## config.mk

```make
export PLATFORM = sky130hd
export DESIGN_NAME = seven_seg_scan_ctrl
export DESIGN_NICKNAME = d
export VERILOG_FILES = /design/src/rtl/seven_seg_scan_ctrl_pkg.sv /design/src/rtl/seven_seg_decoder.sv /design/src/rtl/seven_seg_scan_ctrl.sv
export SDC_FILE = /design/constraint.sdc
export NUM_CORES = 1
export LEC_CHECK = 0
export CORE_ASPECT_RATIO = 0.7
export CORE_UTILIZATION = 41
export DETAILED_ROUTE_END_ITERATION = 8
export GPL_TIMING_DRIVEN = 1
export SLEW_MARGIN = 10
export SYNTH_ARGS = -nofsm -noshare
export SYNTH_HDL_FRONTEND = slang
export SYNTH_SLANG_ARGS = --single-unit
```

## constraint.sdc

```tcl
create_clock -name clk -period 7.7 [get_ports clk]
set_clock_uncertainty 0.1 [all_clocks]
set_input_delay 1.925 -clock clk [delete_from_list [all_inputs] [get_ports clk]]
set_output_delay 1.925 -clock clk [all_outputs]
set_load 0.005 [all_outputs]
```

## src/rtl/seven_seg_scan_ctrl_pkg.sv

```systemverilog
`default_nettype none
// ============================================================================
//  Module   : seven_seg_scan_ctrl_pkg
//  Brief    : Shared constants, state encodings and helpers for the
//             time-multiplexed seven-segment scan controller.
//  Revision : 1.0 - initial release
// ============================================================================
package seven_seg_scan_ctrl_pkg;

   // All segments off (segments are active-low)
   localparam logic [6:0] SEG_BLANK = 7'b1111111;

   // Scan FSM encodings
   localparam logic [1:0] S_OFF   = 2'd0;
   localparam logic [1:0] S_SHOW  = 2'd1;
   localparam logic [1:0] S_GUARD = 2'd2;

   // Larger of two integers, used to size the shared prescaler
   function automatic int max_int(input int a, input int b);
      return (a > b) ? a : b;
   endfunction

endpackage
`default_nettype wire

```

## src/rtl/seven_seg_decoder.sv

```systemverilog
`default_nettype none
// ============================================================================
//  Module   : seven_seg_decoder
//  Brief    : Combinational hex nibble to seven-segment decoder.
//             Output is {a,b,c,d,e,f,g}, active-low (0 = segment lit).
//  Revision : 1.0 - initial release
// ============================================================================
module seven_seg_decoder
   import seven_seg_scan_ctrl_pkg::*;
(
   input  logic [3:0] i_nibble,
   output logic [6:0] o_seg
);

   // Full hex glyph table: 0-9, A, b, C, d, E, F
   always_comb begin
      o_seg = SEG_BLANK;
      case (i_nibble)
         4'h0: o_seg = 7'b0000001;
         4'h1: o_seg = 7'b1001111;
         4'h2: o_seg = 7'b0010010;
         4'h3: o_seg = 7'b0000110;
         4'h4: o_seg = 7'b1001100;
         4'h5: o_seg = 7'b0100100;
         4'h6: o_seg = 7'b0100000;
         4'h7: o_seg = 7'b0001111;
         4'h8: o_seg = 7'b0000000;
         4'h9: o_seg = 7'b0000100;
         4'hA: o_seg = 7'b0001000;
         4'hB: o_seg = 7'b1100000;
         4'hC: o_seg = 7'b0110001;
         4'hD: o_seg = 7'b1000010;
         4'hE: o_seg = 7'b0110000;
         4'hF: o_seg = 7'b0111000;
         default: o_seg = SEG_BLANK;
      endcase
   end

endmodule
`default_nettype wire

```

## src/rtl/seven_seg_scan_ctrl.sv

```systemverilog
`default_nettype none
// ============================================================================
//  Module   : seven_seg_scan_ctrl
//  Brief    : Scans NUM_DIGITS common-anode digits through one shared
//             decoder, with an all-off guard gap between digits. New values
//             arrive over valid/ready and are committed only at frame
//             boundaries so a frame never mixes old and new digits.
//  Revision : 1.0 - initial release
// ============================================================================
module seven_seg_scan_ctrl
   import seven_seg_scan_ctrl_pkg::*;
#(
   parameter int NUM_DIGITS   = 4,
   parameter int REFRESH_DIV  = 50000,
   parameter int GUARD_CYCLES = 4
) (
   input  logic                    clk,
   input  logic                    resetn,
   input  logic                    enable,
   input  logic                    lz_suppress,
   input  logic                    load_valid,
   input  logic [4*NUM_DIGITS-1:0] load_data,
   output logic                    load_ready,
   output logic [NUM_DIGITS-1:0]   an,
   output logic [6:0]              seg,
   output logic                    frame_done
);

   localparam int c_cnt_w  = $clog2(max_int(REFRESH_DIV, GUARD_CYCLES));
   localparam int c_idx_w  = $clog2(NUM_DIGITS);
   localparam int c_data_w = 4 * NUM_DIGITS;

   localparam logic [c_cnt_w-1:0] c_show_last  = c_cnt_w'(REFRESH_DIV - 1);
   localparam logic [c_cnt_w-1:0] c_guard_last = c_cnt_w'(GUARD_CYCLES - 1);
   localparam logic [c_idx_w-1:0] c_idx_last   = c_idx_w'(NUM_DIGITS - 1);

   logic [1:0]            r_state;
   logic [1:0]            w_state_next;
   logic [c_idx_w-1:0]    r_idx;
   logic [c_idx_w-1:0]    w_idx_next;
   logic [c_cnt_w-1:0]    r_cnt;
   logic [c_cnt_w-1:0]    w_cnt_next;

   logic [c_data_w-1:0]   r_disp;
   logic [c_data_w-1:0]   r_pend;
   logic                  r_pend_full;
   logic [c_data_w-1:0]   w_disp_next;
   logic                  w_accept;
   logic                  w_commit;
   logic                  w_frame_end;

   logic [3:0]            w_nibble;
   logic [6:0]            w_dec_seg;
   logic                  w_blank;
   logic                  w_lit;
   logic [NUM_DIGITS-1:0] w_an_next;
   logic [6:0]            w_seg_next;
   logic [NUM_DIGITS-1:0] r_an;
   logic [6:0]            r_seg;

   // Last cycle of the frame: final guard cycle of the highest digit
   assign w_frame_end = (r_state == S_GUARD) && (r_idx == c_idx_last) &&
                        (r_cnt == c_guard_last);

   // Pending slot accepts only when empty; commit at the frame seam or when dark
   assign w_accept    = load_valid && !r_pend_full;
   assign w_commit    = r_pend_full &&
                        ((r_state == S_OFF) || (w_frame_end && enable));
   assign w_disp_next = w_commit ? r_pend : r_disp;
   assign load_ready  = ~r_pend_full;

   // FSM state, digit index and shared prescaler
   always_ff @(posedge clk or negedge resetn) begin
      if (!resetn) begin
         r_state <= S_OFF;
         r_idx   <= '0;
         r_cnt   <= '0;
      end else begin
         r_state <= w_state_next;
         r_idx   <= w_idx_next;
         r_cnt   <= w_cnt_next;
      end
   end

   // Next-state: dwell REFRESH_DIV in SHOW, GUARD_CYCLES in GUARD; prescaler restarts on every state change
   always_comb begin
      w_state_next = r_state;
      w_idx_next   = r_idx;
      w_cnt_next   = r_cnt + c_cnt_w'(1);
      if (!enable) begin
         w_state_next = S_OFF;
         w_idx_next   = '0;
         w_cnt_next   = '0;
      end else begin
         case (r_state)
            S_OFF: begin
               w_state_next = S_SHOW;
               w_idx_next   = '0;
               w_cnt_next   = '0;
            end
            S_SHOW: begin
               if (r_cnt == c_show_last) begin
                  w_state_next = S_GUARD;
                  w_cnt_next   = '0;
               end
            end
            S_GUARD: begin
               if (r_cnt == c_guard_last) begin
                  w_state_next = S_SHOW;
                  w_cnt_next   = '0;
                  w_idx_next   = (r_idx == c_idx_last) ? '0 : r_idx + c_idx_w'(1);
               end
            end
            default: begin
               w_state_next = S_OFF;
               w_idx_next   = '0;
               w_cnt_next   = '0;
            end
         endcase
      end
   end

   // Pending slot and committed display value
   always_ff @(posedge clk or negedge resetn) begin
      if (!resetn) begin
         r_pend      <= '0;
         r_pend_full <= 1'b0;
         r_disp      <= '0;
      end else begin
         if (w_commit) begin
            r_disp      <= r_pend;
            r_pend_full <= 1'b0;
         end
         if (w_accept) begin
            r_pend      <= load_data;
            r_pend_full <= 1'b1;
         end
      end
   end

   // Nibble mux: pick the digit that will be shown after the coming edge
   always_comb begin
      w_nibble = 4'h0;
      for (int i = 0; i < NUM_DIGITS; i++) begin
         if (w_idx_next == c_idx_w'(i)) begin
            w_nibble = w_disp_next[4*i +: 4];
         end
      end
   end

   seven_seg_decoder u_decoder (
      .i_nibble (w_nibble),
      .o_seg    (w_dec_seg)
   );

   // Output decode: blanking, one-hot-low anode and frame pulse
   always_comb begin
      w_blank = 1'b0;
      for (int i = 1; i < NUM_DIGITS; i++) begin
         if (lz_suppress && (w_idx_next == c_idx_w'(i)) &&
             ((w_disp_next >> (4 * i)) == '0)) begin
            w_blank = 1'b1;
         end
      end
      w_lit = (w_state_next == S_SHOW) && !w_blank;
      for (int i = 0; i < NUM_DIGITS; i++) begin
         w_an_next[i] = ~(w_lit && (w_idx_next == c_idx_w'(i)));
      end
      w_seg_next = w_lit ? w_dec_seg : SEG_BLANK;
      frame_done = w_frame_end;
   end

   // Register anode and segments together so the pins switch in the same edge
   always_ff @(posedge clk or negedge resetn) begin
      if (!resetn) begin
         r_an  <= '1;
         r_seg <= SEG_BLANK;
      end else begin
         r_an  <= w_an_next;
         r_seg <= w_seg_next;
      end
   end

   assign an  = r_an;
   assign seg = r_seg;

endmodule
`default_nettype wire
```

==> results.sh <==
export IMPL_clk_pin_slew_ns=0.06
export IMPL_worstReg2RegEnd="seg[6]"
export IMPL_cts_buffers=9
export IMPL_antenna_found_initial=0
export IMPL_clockBufferDepth=2
export IMPL_netlist_top_cells_area="dfrtp_1, dfstp_2, mux2_2"
export IMPL_syn_inst=293
export IMPL_grt_pass1_vias=2254
export IMPL_yosysTopAreaCell="dfrtp_1"
export IMPL_insertion_delay_ns=0.33
export IMPL_worstPathArrival_ns=5.26
export IMPL_io_buffers=33
export IMPL_area_growth_syn_to_layout_pct=22.7
export IMPL_drtPass1Iterations=4
export IMPL_min_from="r_cnt[0]"
export IMPL_postRouteWirelength_um=6850
export IMPL_ys_seq_area_frac=0.495
export IMPL_netlist_area_um2=3260
export IMPL_status="completed"
export IMPL_cts_root_buf="clkbuf_16"
export IMPL_wl_per_cell_um=15.7
export IMPL_synthFlopType="dfrtp_1"
export IMPL_yosysWarnings=0
export IMPL_gp_congestion=0.821
export IMPL_antennaDiodeCount=0
export IMPL_final_antenna_net_count=0
export IMPL_cts_resized=0
export IMPL_yosysMostFrequentCell="dfrtp_1"
export IMPL_p_per_area_nw_per_um2=309
export IMPL_crit_type="in2reg"
export IMPL_post_dp_cell_area_um2=3700
export IMPL_initial_core_util=0.436
export IMPL_worst_setup_path_end_kind="flop"
export IMPL_grt_ovfl_total=0
export IMPL_h_tree_depth=3
export IMPL_irDropWorstVdd_v=0.000145
export IMPL_maxClockFrequency_ghz=0.195
export IMPL_finalHoldViolCount=0
export IMPL_multi_input_area_um2=1540
export IMPL_grt_first_pass_wirelength_um=11800
export IMPL_postSynthAreaPerCell_um2=11.1
export IMPL_vias=2322
export IMPL_whs_ns=0.389
export IMPL_viasPerCell=5.33
export IMPL_fin_ws_ns=2.57
export IMPL_fp_dieW_um=109
export IMPL_worst_r2r_cell_count=12
export IMPL_core_um2=7480
export IMPL_hold_path_class="reg2reg"
export IMPL_path_max_fanout=17
export IMPL_hold_depth=1
export IMPL_rsz0062_at_grt="false"
export IMPL_drt_initial_drc_count=91
export IMPL_fin_crit_sh=0.666
export IMPL_path_cells="clkdlybuf4s50_1 -> nand4_1 -> o21a_1 -> mux2_2 -> a22o_1 -> a21oi_1 -> inv_1 -> ha_1 -> and3_1 -> mux2i_1 -> o2111ai_1"
export IMPL_tightest_slew_ns=0.806
export IMPL_regArea_um2=1620
export IMPL_cts_tree="built"
export IMPL_grt_usage=0.190
export IMPL_fp_dieH_um=76.6
export IMPL_dp_hpwl_um=4920
export IMPL_setup_viol_count_final=0
export IMPL_die_area_um2=8330
export IMPL_utilization=0.535
export IMPL_synth_top_area_share=0.406
export IMPL_fin_nets=366
export IMPL_cap_violations=0
export IMPL_critPathLaunchType="primary input"
export IMPL_slowest_stage="o21a_1"
export IMPL_ctsHoldBuffers=0
export IMPL_yosys_cell_types_count=55
export IMPL_holdPathEnd="r_cnt[0]"
export IMPL_synth_seq_cells=64
export IMPL_cp_data_required_time_ns=7.84
export IMPL_syn_num_nets=326
export IMPL_grt_max_degree=65
export IMPL_period_minus_slack_ns=5.13
export IMPL_max_stage_delay_ns=0.67
export IMPL_fp_row_count=26
export IMPL_async_flop_share=1.00
export IMPL_ios=34
export IMPL_pre_cts_slack_ns=2.25
export IMPL_tns_ns=0
export IMPL_r2r_slack_ns=3.67
export IMPL_synth_edf_count=0
export IMPL_drv_slew=0
export IMPL_fillerInstances=668
export IMPL_crit_family="compound AO/OA/AOI/OAI gates"
export IMPL_cts_setup_buffers=0
export IMPL_synth_commonest_cells="dfrtp_1, nand2_1, nor2_1"
export IMPL_regToRegStartpoint="r_cnt[0]"
export IMPL_cp_buffers_inverters=2
export IMPL_fin_area_um2=4000
export IMPL_drive_above_1_share=0.183
export IMPL_cts_sinks=64
export IMPL_drc_errors=0
export IMPL_slew_limit_headroom=0.463
export IMPL_leakage_nw=1.75
cell type report:
type | count | share of cell area
Inverter | 20 | 0.0188
Sequential cell | 64 | 0.404
Clock buffer | 9 | 0.0563
Multi-Input combinational cell | 202 | 0.384
Tap cell | 98 | 0.0306
Timing Repair Buffer | 36 | 0.0869
Clock inverter | 7 | 0.0200
state kept, by name (all words and copies together) (netlist names):
signal	flops
r_pend	16
r_pend_full	1
r_disp	16
r_state	2
an	4
seg	7
r_cnt	16
r_idx	2
cell families (layout without fill, tap and decap cells):
family	after synthesis	in the layout	synth area share
and+or+nand+nor	96	96	0.161
DFF	64	64	0.495
AOI/OAI and AO/OA	45	45	0.110
muxes	35	35	0.116
buffers and inverters	27	72	0.0341
xor gates and xnor gates	14	14	0.0376
adders and majority gates	12	12	0.0460
layer usage:
metal | part of all wire | routed length (µm) | up-vias | global-route usage
met1 | 0.53 | 3650 | 1124 | 0.295
met4 | 0.014 | 99 | 0 | 0.0649
met5 | 0 | 0 | - | 0
met3 | 0.059 | 401 | 11 | 0.0624
li1 | - | - | 1125 | -
met2 | 0.39 | 2700 | 62 | 0.240
stage by stage:
stage,instances,total power [mW]
2_1_floorplan,293,0.712
3_3_place_gp,420,0.823
3_5_place_dp,420,0.831
4_1_cts,436,1.25
5_1_grt,436,1.32
6_report,436,1.24
power breakdown:
part | internal [mW] | leakage [nW] | total [mW] | switching, mW
combinational | 0.165 | 0.827 | 0.357 | 0.192
clock | 0.253 | 0.143 | 0.410 | 0.157
sequential | 0.433 | 0.783 | 0.469 | 0.0369
worst register-to-register path: stages, from the launching register on:
cell       delay [ns]
dfrtp_1          0.38
ha_1             0.24
nor4b_2          0.46
nand4_4          0.23
o21a_1           0.53
mux2_2           0.43
a22o_1           0.21
a21oi_1          0.44
inv_1            0.20
ha_1             0.30
and3_1           0.18
mux2i_1          0.12
o2111ai_1        0.13
layout by cell type (no fill, tap or decap), types with 4 or more instances in the layout:
master and n:
mux2_2 19, nand3_1 12, ha_1 12, nor2_1 23, mux2i_1 15, and3_1 11
dfstp_2 11, clkbuf_16 9, o21ai_0 7, xnor2_1 7, dfrtp_1 53, clkdlybuf4s50_1 32
inv_1 20, nand2_1 24, o211ai_1 7, xor2_1 7, nor2b_1 4
how the worst max path moves through the flow:
stage / to / startpoint / cells after the start / slack [ns]
2_1_floorplan: seg[6] / enable / 12 / 3.50
3_3_place_gp: seg[6] / enable / 11 / 2.37
3_5_place_dp: seg[6] / enable / 11 / 2.25
4_1_cts: seg[6] / enable / 11 / 2.60
5_1_grt: seg[3] / enable / 11 / 2.26
6_report: seg[6] / enable / 11 / 2.57
Power figures use the tool's default switching activity.
